<file path="src/rtl/dsp48_arb_pkg.sv">
// rtl/dsp48_arb_pkg.sv - shared constants and sizing helpers for dsp48_arbiter
package dsp48_arb_pkg;

    localparam int NUM_STAGES = 3;

    function automatic int calc_shift(input int a_w, input int b_w, input int p_w);
        return a_w + b_w - p_w - 1;
    endfunction

    function automatic int tag_width(input int n);
        return (n < 2) ? 1 : $clog2(n);
    endfunction

endpackage

</file>
<file path="src/rtl/dsp48_arbiter_mult_round.sv">
// rtl/dsp48_arbiter_mult_round.sv - product (stage 2) and rounded result (stage 3) registers
// DSP48_ARB_ROUND_EN selects round-half-to-even; otherwise the dropped bits are floored.
module mult_round
    import dsp48_arb_pkg::*;
#(
    parameter int A_WIDTH = 24,
    parameter int B_WIDTH = 16,
    parameter int P_WIDTH = 24,
    parameter int TAG_W   = 2
) (
    input  logic                      clk,
    input  logic                      rst,
    input  logic                      in_valid,
    input  logic signed [A_WIDTH-1:0] in_a,
    input  logic signed [B_WIDTH-1:0] in_b,
    input  logic [TAG_W-1:0]          in_tag,
    output logic                      out_valid,
    output logic [P_WIDTH-1:0]        out_data,
    output logic [TAG_W-1:0]          out_tag
);

    localparam int W     = A_WIDTH + B_WIDTH;
    localparam int SHIFT = calc_shift(A_WIDTH, B_WIDTH, P_WIDTH);

    logic signed [W-1:0] mul;
    logic [W-1:0]        prod_d, prod_q;
    logic                s2_valid_d, s2_valid_q;
    logic [TAG_W-1:0]    s2_tag_d, s2_tag_q;
    logic [P_WIDTH-1:0]  res_d, res_q;
    logic                s3_valid_d, s3_valid_q;
    logic [TAG_W-1:0]    s3_tag_d, s3_tag_q;

`ifdef DSP48_ARB_ROUND_EN
    // Adding (half - 1 + kept lsb) carries into the kept field exactly when
    // the remainder exceeds half, or equals half with an odd kept value.
    localparam logic [W-1:0] HALF_M1 = (W'(1) << (SHIFT - 1)) - W'(1);
    logic [W-1:0] rsum;
    logic         unused_bits;
    assign unused_bits = ^{rsum[W-1], rsum[SHIFT-1:0]};
`else
    logic unused_bits;
    assign unused_bits = ^{prod_q[W-1], prod_q[SHIFT-1:0]};
`endif

    always_comb begin
        mul        = in_a * in_b;
        s2_valid_d = in_valid;
        s2_tag_d   = in_valid ? in_tag : s2_tag_q;
        prod_d     = in_valid ? mul : prod_q;
        s3_valid_d = s2_valid_q;
        s3_tag_d   = s2_valid_q ? s2_tag_q : s3_tag_q;
`ifdef DSP48_ARB_ROUND_EN
        rsum  = prod_q + HALF_M1 + W'(prod_q[SHIFT]);
        res_d = s2_valid_q ? rsum[SHIFT+P_WIDTH-1:SHIFT] : res_q;
`else
        res_d = s2_valid_q ? prod_q[SHIFT+P_WIDTH-1:SHIFT] : res_q;
`endif
    end

    always_ff @(posedge clk or posedge rst) begin
        if (rst) begin
            prod_q     <= '0;
            s2_valid_q <= 1'b0;
            s2_tag_q   <= '0;
            res_q      <= '0;
            s3_valid_q <= 1'b0;
            s3_tag_q   <= '0;
        end else begin
            prod_q     <= prod_d;
            s2_valid_q <= s2_valid_d;
            s2_tag_q   <= s2_tag_d;
            res_q      <= res_d;
            s3_valid_q <= s3_valid_d;
            s3_tag_q   <= s3_tag_d;
        end
    end

    assign out_valid = s3_valid_q;
    assign out_data  = res_q;
    assign out_tag   = s3_tag_q;

endmodule

</file>
<file path="src/rtl/dsp48_arbiter.sv">
// rtl/dsp48_arbiter.sv - round-robin sharing of one multiply-round pipeline among NREQ requesters
// Rounding mode follows DSP48_ARB_ROUND_EN inside mult_round.
module dsp48_arbiter
    import dsp48_arb_pkg::*;
#(
    parameter int A_WIDTH = 24,
    parameter int B_WIDTH = 16,
    parameter int P_WIDTH = 24,
    parameter int NREQ    = 4
) (
    input  logic                              aclk,
    input  logic                              areset,
    input  logic [NREQ*(A_WIDTH+B_WIDTH)-1:0] s_axis_tdata,
    input  logic [NREQ-1:0]                   s_axis_tvalid,
    output logic [NREQ-1:0]                   s_axis_tready,
    output logic [NREQ*P_WIDTH-1:0]           m_axis_tdata,
    output logic [NREQ-1:0]                   m_axis_tvalid,
    input  logic [NREQ-1:0]                   m_axis_tready
);

    localparam int OPW   = A_WIDTH + B_WIDTH;
    localparam int TAG_W = tag_width(NREQ);

    logic [NREQ-1:0]         busy_d, busy_q;
    logic [TAG_W-1:0]        ptr_d, ptr_q;
    logic [NREQ-1:0]         elig, gnt;
    logic                    gnt_any;
    logic [TAG_W-1:0]        gnt_idx, cand;
    logic [OPW-1:0]          op_sel;
    logic                    s1_valid_d, s1_valid_q;
    logic [A_WIDTH-1:0]      s1_a_d, s1_a_q;
    logic [B_WIDTH-1:0]      s1_b_d, s1_b_q;
    logic [TAG_W-1:0]        s1_tag_d, s1_tag_q;
    logic                    mr_valid;
    logic [P_WIDTH-1:0]      mr_data;
    logic [TAG_W-1:0]        mr_tag;
    logic [NREQ-1:0]         mvalid_d, mvalid_q;
    logic [NREQ*P_WIDTH-1:0] mdata_d, mdata_q;

    // Busy is the registered value, so a requester draining its result this
    // cycle cannot be re-granted until the following cycle.
    always_comb begin
        elig    = s_axis_tvalid & ~busy_q;
        gnt     = '0;
        gnt_any = 1'b0;
        gnt_idx = ptr_q;
        cand    = '0;
        for (int i = 0; i < NREQ; i++) begin
            cand = TAG_W'((int'(ptr_q) + i) % NREQ);
            if (!gnt_any && elig[cand]) begin
                gnt_any = 1'b1;
                gnt_idx = cand;
            end
        end
        gnt_any = gnt_any & ~areset;
        if (gnt_any) begin
            gnt[gnt_idx] = 1'b1;
        end

        ptr_d = ptr_q;
        if (gnt_any) begin
            ptr_d = (gnt_idx == TAG_W'(NREQ - 1)) ? '0 : gnt_idx + TAG_W'(1);
        end
        busy_d = (busy_q & ~(mvalid_q & m_axis_tready)) | gnt;

        op_sel     = s_axis_tdata[gnt_idx*OPW +: OPW];
        s1_valid_d = gnt_any;
        s1_a_d     = gnt_any ? op_sel[A_WIDTH-1:0]   : s1_a_q;
        s1_b_d     = gnt_any ? op_sel[OPW-1:A_WIDTH] : s1_b_q;
        s1_tag_d   = gnt_any ? gnt_idx               : s1_tag_q;
    end

    mult_round #(
        .A_WIDTH (A_WIDTH),
        .B_WIDTH (B_WIDTH),
        .P_WIDTH (P_WIDTH),
        .TAG_W   (TAG_W)
    ) u_mult_round (
        .clk       (aclk),
        .rst       (areset),
        .in_valid  (s1_valid_q),
        .in_a      (s1_a_q),
        .in_b      (s1_b_q),
        .in_tag    (s1_tag_q),
        .out_valid (mr_valid),
        .out_data  (mr_data),
        .out_tag   (mr_tag)
    );

    // One outstanding op per requester keeps its output slot free on arrival.
    always_comb begin
        mvalid_d = mvalid_q;
        mdata_d  = mdata_q;
        for (int i = 0; i < NREQ; i++) begin
            if (mvalid_q[i] && m_axis_tready[i]) begin
                mvalid_d[i] = 1'b0;
            end
            if (mr_valid && mr_tag == TAG_W'(i)) begin
                mvalid_d[i]                   = 1'b1;
                mdata_d[i*P_WIDTH +: P_WIDTH] = mr_data;
            end
        end
    end

    always_ff @(posedge aclk or posedge areset) begin
        if (areset) begin
            busy_q     <= '0;
            ptr_q      <= '0;
            s1_valid_q <= 1'b0;
            s1_a_q     <= '0;
            s1_b_q     <= '0;
            s1_tag_q   <= '0;
            mvalid_q   <= '0;
            mdata_q    <= '0;
        end else begin
            busy_q     <= busy_d;
            ptr_q      <= ptr_d;
            s1_valid_q <= s1_valid_d;
            s1_a_q     <= s1_a_d;
            s1_b_q     <= s1_b_d;
            s1_tag_q   <= s1_tag_d;
            mvalid_q   <= mvalid_d;
            mdata_q    <= mdata_d;
        end
    end

    assign s_axis_tready = gnt;
    assign m_axis_tvalid = mvalid_q;
    assign m_axis_tdata  = mdata_q;

endmodule
</file>
<file path="config.mk">
export PLATFORM = sky130hd
export DESIGN_NAME = dsp48_arbiter
export DESIGN_NICKNAME = d
export VERILOG_FILES = /design/src/rtl/dsp48_arb_pkg.sv /design/src/rtl/dsp48_arbiter_mult_round.sv /design/src/rtl/dsp48_arbiter.sv
export SDC_FILE = /design/constraint.sdc
export NUM_CORES = 1
export LEC_CHECK = 0
export ABC_AREA = 1
export BUFFER_PORTS_ARGS = -buffer_cell sky130_fd_sc_hd__buf_2
export CORE_MARGIN = 8
export CORE_UTILIZATION = 45
export DETAILED_ROUTE_END_ITERATION = 7
export GPL_TIMING_DRIVEN = 0
export PLACE_DENSITY = 0.7
export SLEW_MARGIN = 20
export SYNTH_ARGS = -nofsm -noshare
export SYNTH_HDL_FRONTEND = slang
export SYNTH_SLANG_ARGS = --single-unit
</file>
<file path="constraint.sdc">
create_clock -name aclk -period 11.3 [get_ports aclk]
set_input_delay 1.695 -clock aclk [delete_from_list [all_inputs] [get_ports aclk]]
set_output_delay 1.695 -clock aclk [all_outputs]
set_load 0.02 [all_outputs]
</file>
## Word-level counts from Yosys, hierarchy flattened

Index checks and enable logic that the tools add are counted.

| word-level totals | value |
|---|---|
| flip-flop bits (word level) | 218 |
| bits of input ports | 170 |
| output and inout bits | 104 |
| word-level logic and storage cells | 92 |

| cells by class | value |
|---|---|
| add/sub/neg operators | 4 |
| multipliers | 2 |
| $lt $le $gt $ge | 6 |
| equality and inequality tests | 4 |
| shift-type cells | 1 |
| muxes and demuxes | 27 |
| bitwise logic cells | 8 |
| reduce and logical (&&, ||, !) cells | 20 |

Operator list:

| operator | number |
|---|---|
| $shiftx A160 B9 Y40 | 1 |
| $mul A24 B16 Y39 | 1 |
| $mux W1 | 17 |
| $lt A2 B3 Y1 const B | 5 |
| $and A4 B4 Y4 | 3 |
| $logic_and A1 B1 Y1 | 12 |
| $bmux W1 S2 | 4 |
| $mux W2 | 4 |
| $not A4 Y4 | 2 |
| $reduce_bool A2 Y1 | 4 |
| $eq A2 B2 Y1 const B | 3 |
| $mul A2 B3 Y5 const B | 1 |
| $add A2 B1 Y2 const B | 2 |
| $add A2 B2 Y2 const B | 2 |
| $mux W4 | 1 |
| $or A4 B4 Y4 | 1 |
| $logic_not A1 Y1 | 3 |
| $demux W1 S2 | 1 |
| $eq A2 B1 Y1 const B | 1 |
| $ge A2 B1 Y1 const B | 1 |
| $logic_not A2 Y1 | 1 |
| $and A1 B1 Y1 | 1 |
| $not A1 Y1 | 1 |

## Longest topological paths before layout

| depth | value |
|---|---|
| depth after elaboration | 20 |
| gate-level depth with buffers | 29 |
| mapped depth without buffers | 27 |

## Modules after synthesis

Synthesis repeated with hierarchy kept, for this count alone.

| second synthesis, totals | value |
|---|---|
| cell total of the unflattened synthesis | 3145 |
| area total of the unflattened synthesis | 23955.5 µm² |

Modules (own cells, without submodules):

| module | instances | cells an instance | area an instance (µm²) | sequential area each (µm²) |
|---|---|---|---|---|
| mult_round | 1 | 2122 | 16425.8 | 1351.3 |
| dsp48_arbiter | 1 | 1023 | 7529.7 | 3728.6 |

## Worst setup path before layout

Ideal clock, no wire load.

| timing path | value |
|---|---|
| kind | in2out |
| from | in areset |
| to | out s_axis_tready[0] |
| data arrival time | 7.085 ns |
| required time | 9.605 ns |
| path slack | 2.520 ns |
| stages | 4 |
| buffers on the path | 1 |
| cells stage by stage | inv_1 nand2_1 buf_2 nor2_1 |

| on the way | value |
|---|---|
| cells in the longest elaborated chain, start to end | 3 |

RTL lines:

| element | RTL line | text |
|---|---|---|
| start: declaration | dsp48_arbiter.sv:12 | `input logic areset,` |
| $not A1 Y1 | dsp48_arbiter.sv:55 | `gnt_any = gnt_any & ~areset;` |
| $and A1 B1 Y1 | dsp48_arbiter.sv:55 |  |
| $mux W4 | dsp48_arbiter.sv:56 | `if (gnt_any) begin` |
| end: declaration | dsp48_arbiter.sv:15 | `output logic [NREQ-1:0] s_axis_tready,` |

Every way passes these cells.

## Final worst setup path

| timing path | value |
|---|---|
| from | reg s1_b_q[6] |
| to | reg u_mult_round.prod_q[38] |

| on the way | value |
|---|---|
| cells in the longest elaborated chain, start to end | 1 |

RTL lines:

| element | RTL line | text |
|---|---|---|
| start: declaration | dsp48_arbiter.sv:32 | `logic [B_WIDTH-1:0] s1_b_d, s1_b_q;` |
| start signal: assignment | dsp48_arbiter.sv:111 | `s1_b_q <= '0;` |
| start signal: assignment | dsp48_arbiter.sv:120 | `s1_b_q <= s1_b_d;` |
| $mul A24 B16 Y39 | dsp48_arbiter_mult_round.sv:46 | `mul = in_a * in_b;` |
| end signal: assignment | dsp48_arbiter_mult_round.sv:69 | `prod_q <= prod_d;` |
| end: declaration | dsp48_arbiter_mult_round.sv:26 | `logic [W-1:0] prod_d, prod_q;` |

Every way passes these cells.
A chain may end at the register's enable or synchronous reset.

==> impl_metrics.csv <==
group,metric,value,unit
status,status,"finished clean",
worst_setup_path,end_kind,"flip-flop",
clock_network,cts_root_buffer,"clkbuf_16",
final_layout,area_growth,12.7,%
final_layout,nets,4011,
drt,drt_pass1_iterations,6,
clock_network,post_cts_resized,0,
logic_synthesis,synth-compound-area-share,5.09,%
sta,fmax,136,MHz
sta,final.setup.tns,0,ps
worst_setup_path,critPathMaxStageDelay,780,ps
logic_synthesis,synth_top_cell_area_share,31.3,%
floorplanning,die_h,245,um
logic_synthesis,yosys-mux-area-fraction,0,%
final_layout,final_util,51.5,%
clock_network,cts-hold-fix-buffers,0,
logic_synthesis,yosys_warnings,0,
logic_synthesis,ys_ff_latch,203,
run,maxCapViolCount,0,
final_layout,drive_above_1_share,10.8,%
place,dpl_worst_slack,4130,ps
clock_network,cts_buffers,23,
logic_synthesis,synth_area_per_cell,7.64,sq um
floorplanning,dieArea,59800,sq um
global_route,grt_antenna_before_repair,1,
floorplanning,num_rows,83,
worst_setup_path,cp.arrival,7820,ps
worst_setup_path,cp.required,11760,ps
floorplanning,start_util,45.6,%
logic_synthesis,post-synth-top-count-cell,"nand2_1",
logic_synthesis,synth_xor_area_share,0.335,%
worst_hold_path,holdCritPathClass,"flip-flop to flip-flop",
logic_synthesis,synth_common_cells,"nand2_1 (1029), inv_1 (677), fa_1 (367)",
logic_synthesis,synth.distinct_cells,34,
logic_synthesis,ys.flop_type,"dfrtp_1",
logic_synthesis,synthAdderAreaFrac,36.4,%
clock_network,cts_tree,"yes",
worst_setup_path,critPathMaxFanout,10,
worst_setup_path,cp-start-kind,"flip-flop",
sta,period_needed,7360,ps
sta,finalWorstSetupSlack,3940,ps
clock_network,cts_setup_buffers,0,
logic_synthesis,syn_area,23500,sq um
sta,worst_slew_pin_slew,1010,ps
drt,vias_per_cell,5.07,
global_route,grt.total_usage,24.5,%
global_route,grt_pass1_vias,21300,
drt,drc,0,
place,dp_hpwl,59700,um
drt,drtAntennaViolNets,0,
logic_synthesis,syn-instance-count,3078,
floorplanning,fp.dieW,245,um
place,gp_congestion,0.989,
logic_synthesis,synth_top_area_cell,"fa_1",
place,portBuffers,273,
drt,drt-initial-drc-count,1675,
worst_setup_path,critical_path.slowest_cell,"clkbuf_1",
logic_synthesis,synth_edf_count,0,
sta,final_max_slew_viol_count,0,
drt,routedWlPerCell,17.9,um
final_layout,antenna_cells,0,
floorplanning,core,51500,sq um
global_route,grt_pass1_wl,116000,um
clock_network,clkSlewWorstSetupHoldPaths,60,ps
global_route,grt_start_max_net_pins,109,
clock_network,cts.path.max_buffers,3,
logic_synthesis,synth-simple-area-share,22.6,%
worst_setup_path,crit_type,"flip-flop to flip-flop",
clock_network,cts_max_level,1,
logic_synthesis,seq_area_frac_synth,21.6,%
global_route,grt.overflow.total,0,
logic_synthesis,synth_fp_nets,3712,
sta,period_share,65.1,%
drt,wl,72800,um
sta,relSlewSlack,32.4,%
logic_synthesis,synth.top_cells.by_area,"fa_1 (31%), dfrtp_1 (22%), nand2_1 (16%)",
clock_network,clk_latency,540,ps
logic_synthesis,async_flop_share,100,%
sta,hold_violations,0,
logic_synthesis,synth_top_family_by_area,"adder cells",
clock_network,numClockSinks,203,
drt,vias,20600,
sta,finalClockSkew,23.7,ps
sta,final-setup-viol-count,0,
sta,rsz0062_at_grt,"false",
floorplanning,io_pins,274,
metrics by stage:
step | instances | hold WS (ps) | area, sq um
after floorplan | 3078 | 352 | 23500
after global placement | 4031 | 353 | 25700
after detailed placement | 4032 | 379 | 25800
after CTS | 4071 | 394 | 26500
after global routing | 4071 | 407 | 26500
final | 4071 | 395 | 26500
final timing paths:
check | from | end | slack [ps] | cells past startpoint
max | s1_b_q[6]$_DFFE_PP0P_ | u_mult_round.prod_q[38]$_DFFE_PP0P_ | 3940 | 25
min | u_mult_round.s2_valid_q$_DFF_PP0_ | u_mult_round.out_valid$_DFF_PP0_ | 400 | 0
max reg2reg | s1_b_q[6]$_DFFE_PP0P_ | u_mult_round.prod_q[38]$_DFFE_PP0P_ | 3940 | 25
min reg2reg | u_mult_round.s2_valid_q$_DFF_PP0_ | u_mult_round.out_valid$_DFF_PP0_ | 400 | 0
max in group asynchronous | areset | u_mult_round.prod_q[31]$_DFFE_PP0P_ | 9030 | 3
min in group asynchronous | areset | m_axis_tvalid[0]$_DFFE_PP0P_ | 1260 | 2
layout make-up:
cell class                      count  area, sq um
Fill cell                        5117        25000
Multi-Input combinational cell   2030        15200
Sequential cell                   203         5080
Inverter                          681         2570
Timing Repair Buffer              274         1390
Tap cell                          680          851
Buffer                            164          707
Clock buffer                       31          636
Clock inverter                      8          108
kinds of logic after synthesis:
logic type | count (synthesis)
buf+inv | 845
xor+xnor | 9
fa+ha+maj | 464
compound gates | 228
simple gates | 1329
flops | 203
registers in the layout, indices dropped and copies added (netlist names):
signal / flops
m_axis_tdata: 96
s1_a_q: 24
u_mult_round.out_data: 24
u_mult_round.prod_q: 24
s1_b_q: 16
busy_q: 4
m_axis_tvalid: 4
ptr_q: 2
s1_tag_q: 2
u_mult_round.out_tag: 2
u_mult_round.s2_tag_q: 2
s1_valid_q: 1
u_mult_round.out_valid: 1
u_mult_round.s2_valid_q: 1
layout by cell type (no fill, tap or decap), types with 16 or more instances in the layout:
master and instances:
nand3_1 171, o21ai_0 153, ha_1 97, clkbuf_1 128
or2_2 16, a21oi_1 46, dfrtp_1 203, clkbuf_16 23
inv_1 676, buf_2 292, nand2_1 1029, fa_1 367
nor2_1 81
per-layer routing:
| metal | wire (um) | track usage [%] | vias up |
|---|---|---|---|
| met5 | 13 | 0 | - |
| met4 | 2450 | 7.43 | 2 |
| met3 | 7650 | 5.83 | 155 |
| met2 | 33200 | 40.7 | 938 |
| met1 | 29400 | 31.6 | 9939 |
| li1 | - | - | 9613 |
critical path: cells and delay by family (launching register included):
| family | cells | cell delay [ps] |
|---|---|---|
| adders and majority gates | 7 | 3740 |
| buffers and inverters | 8 | 1740 |
| DFF | 1 | 320 |
| and+or+nand+nor | 10 | 1460 |
Power is left out: the tool's default activity adds up to more than one toggle a clock period on the data nets, which glitch-free logic cannot reach.
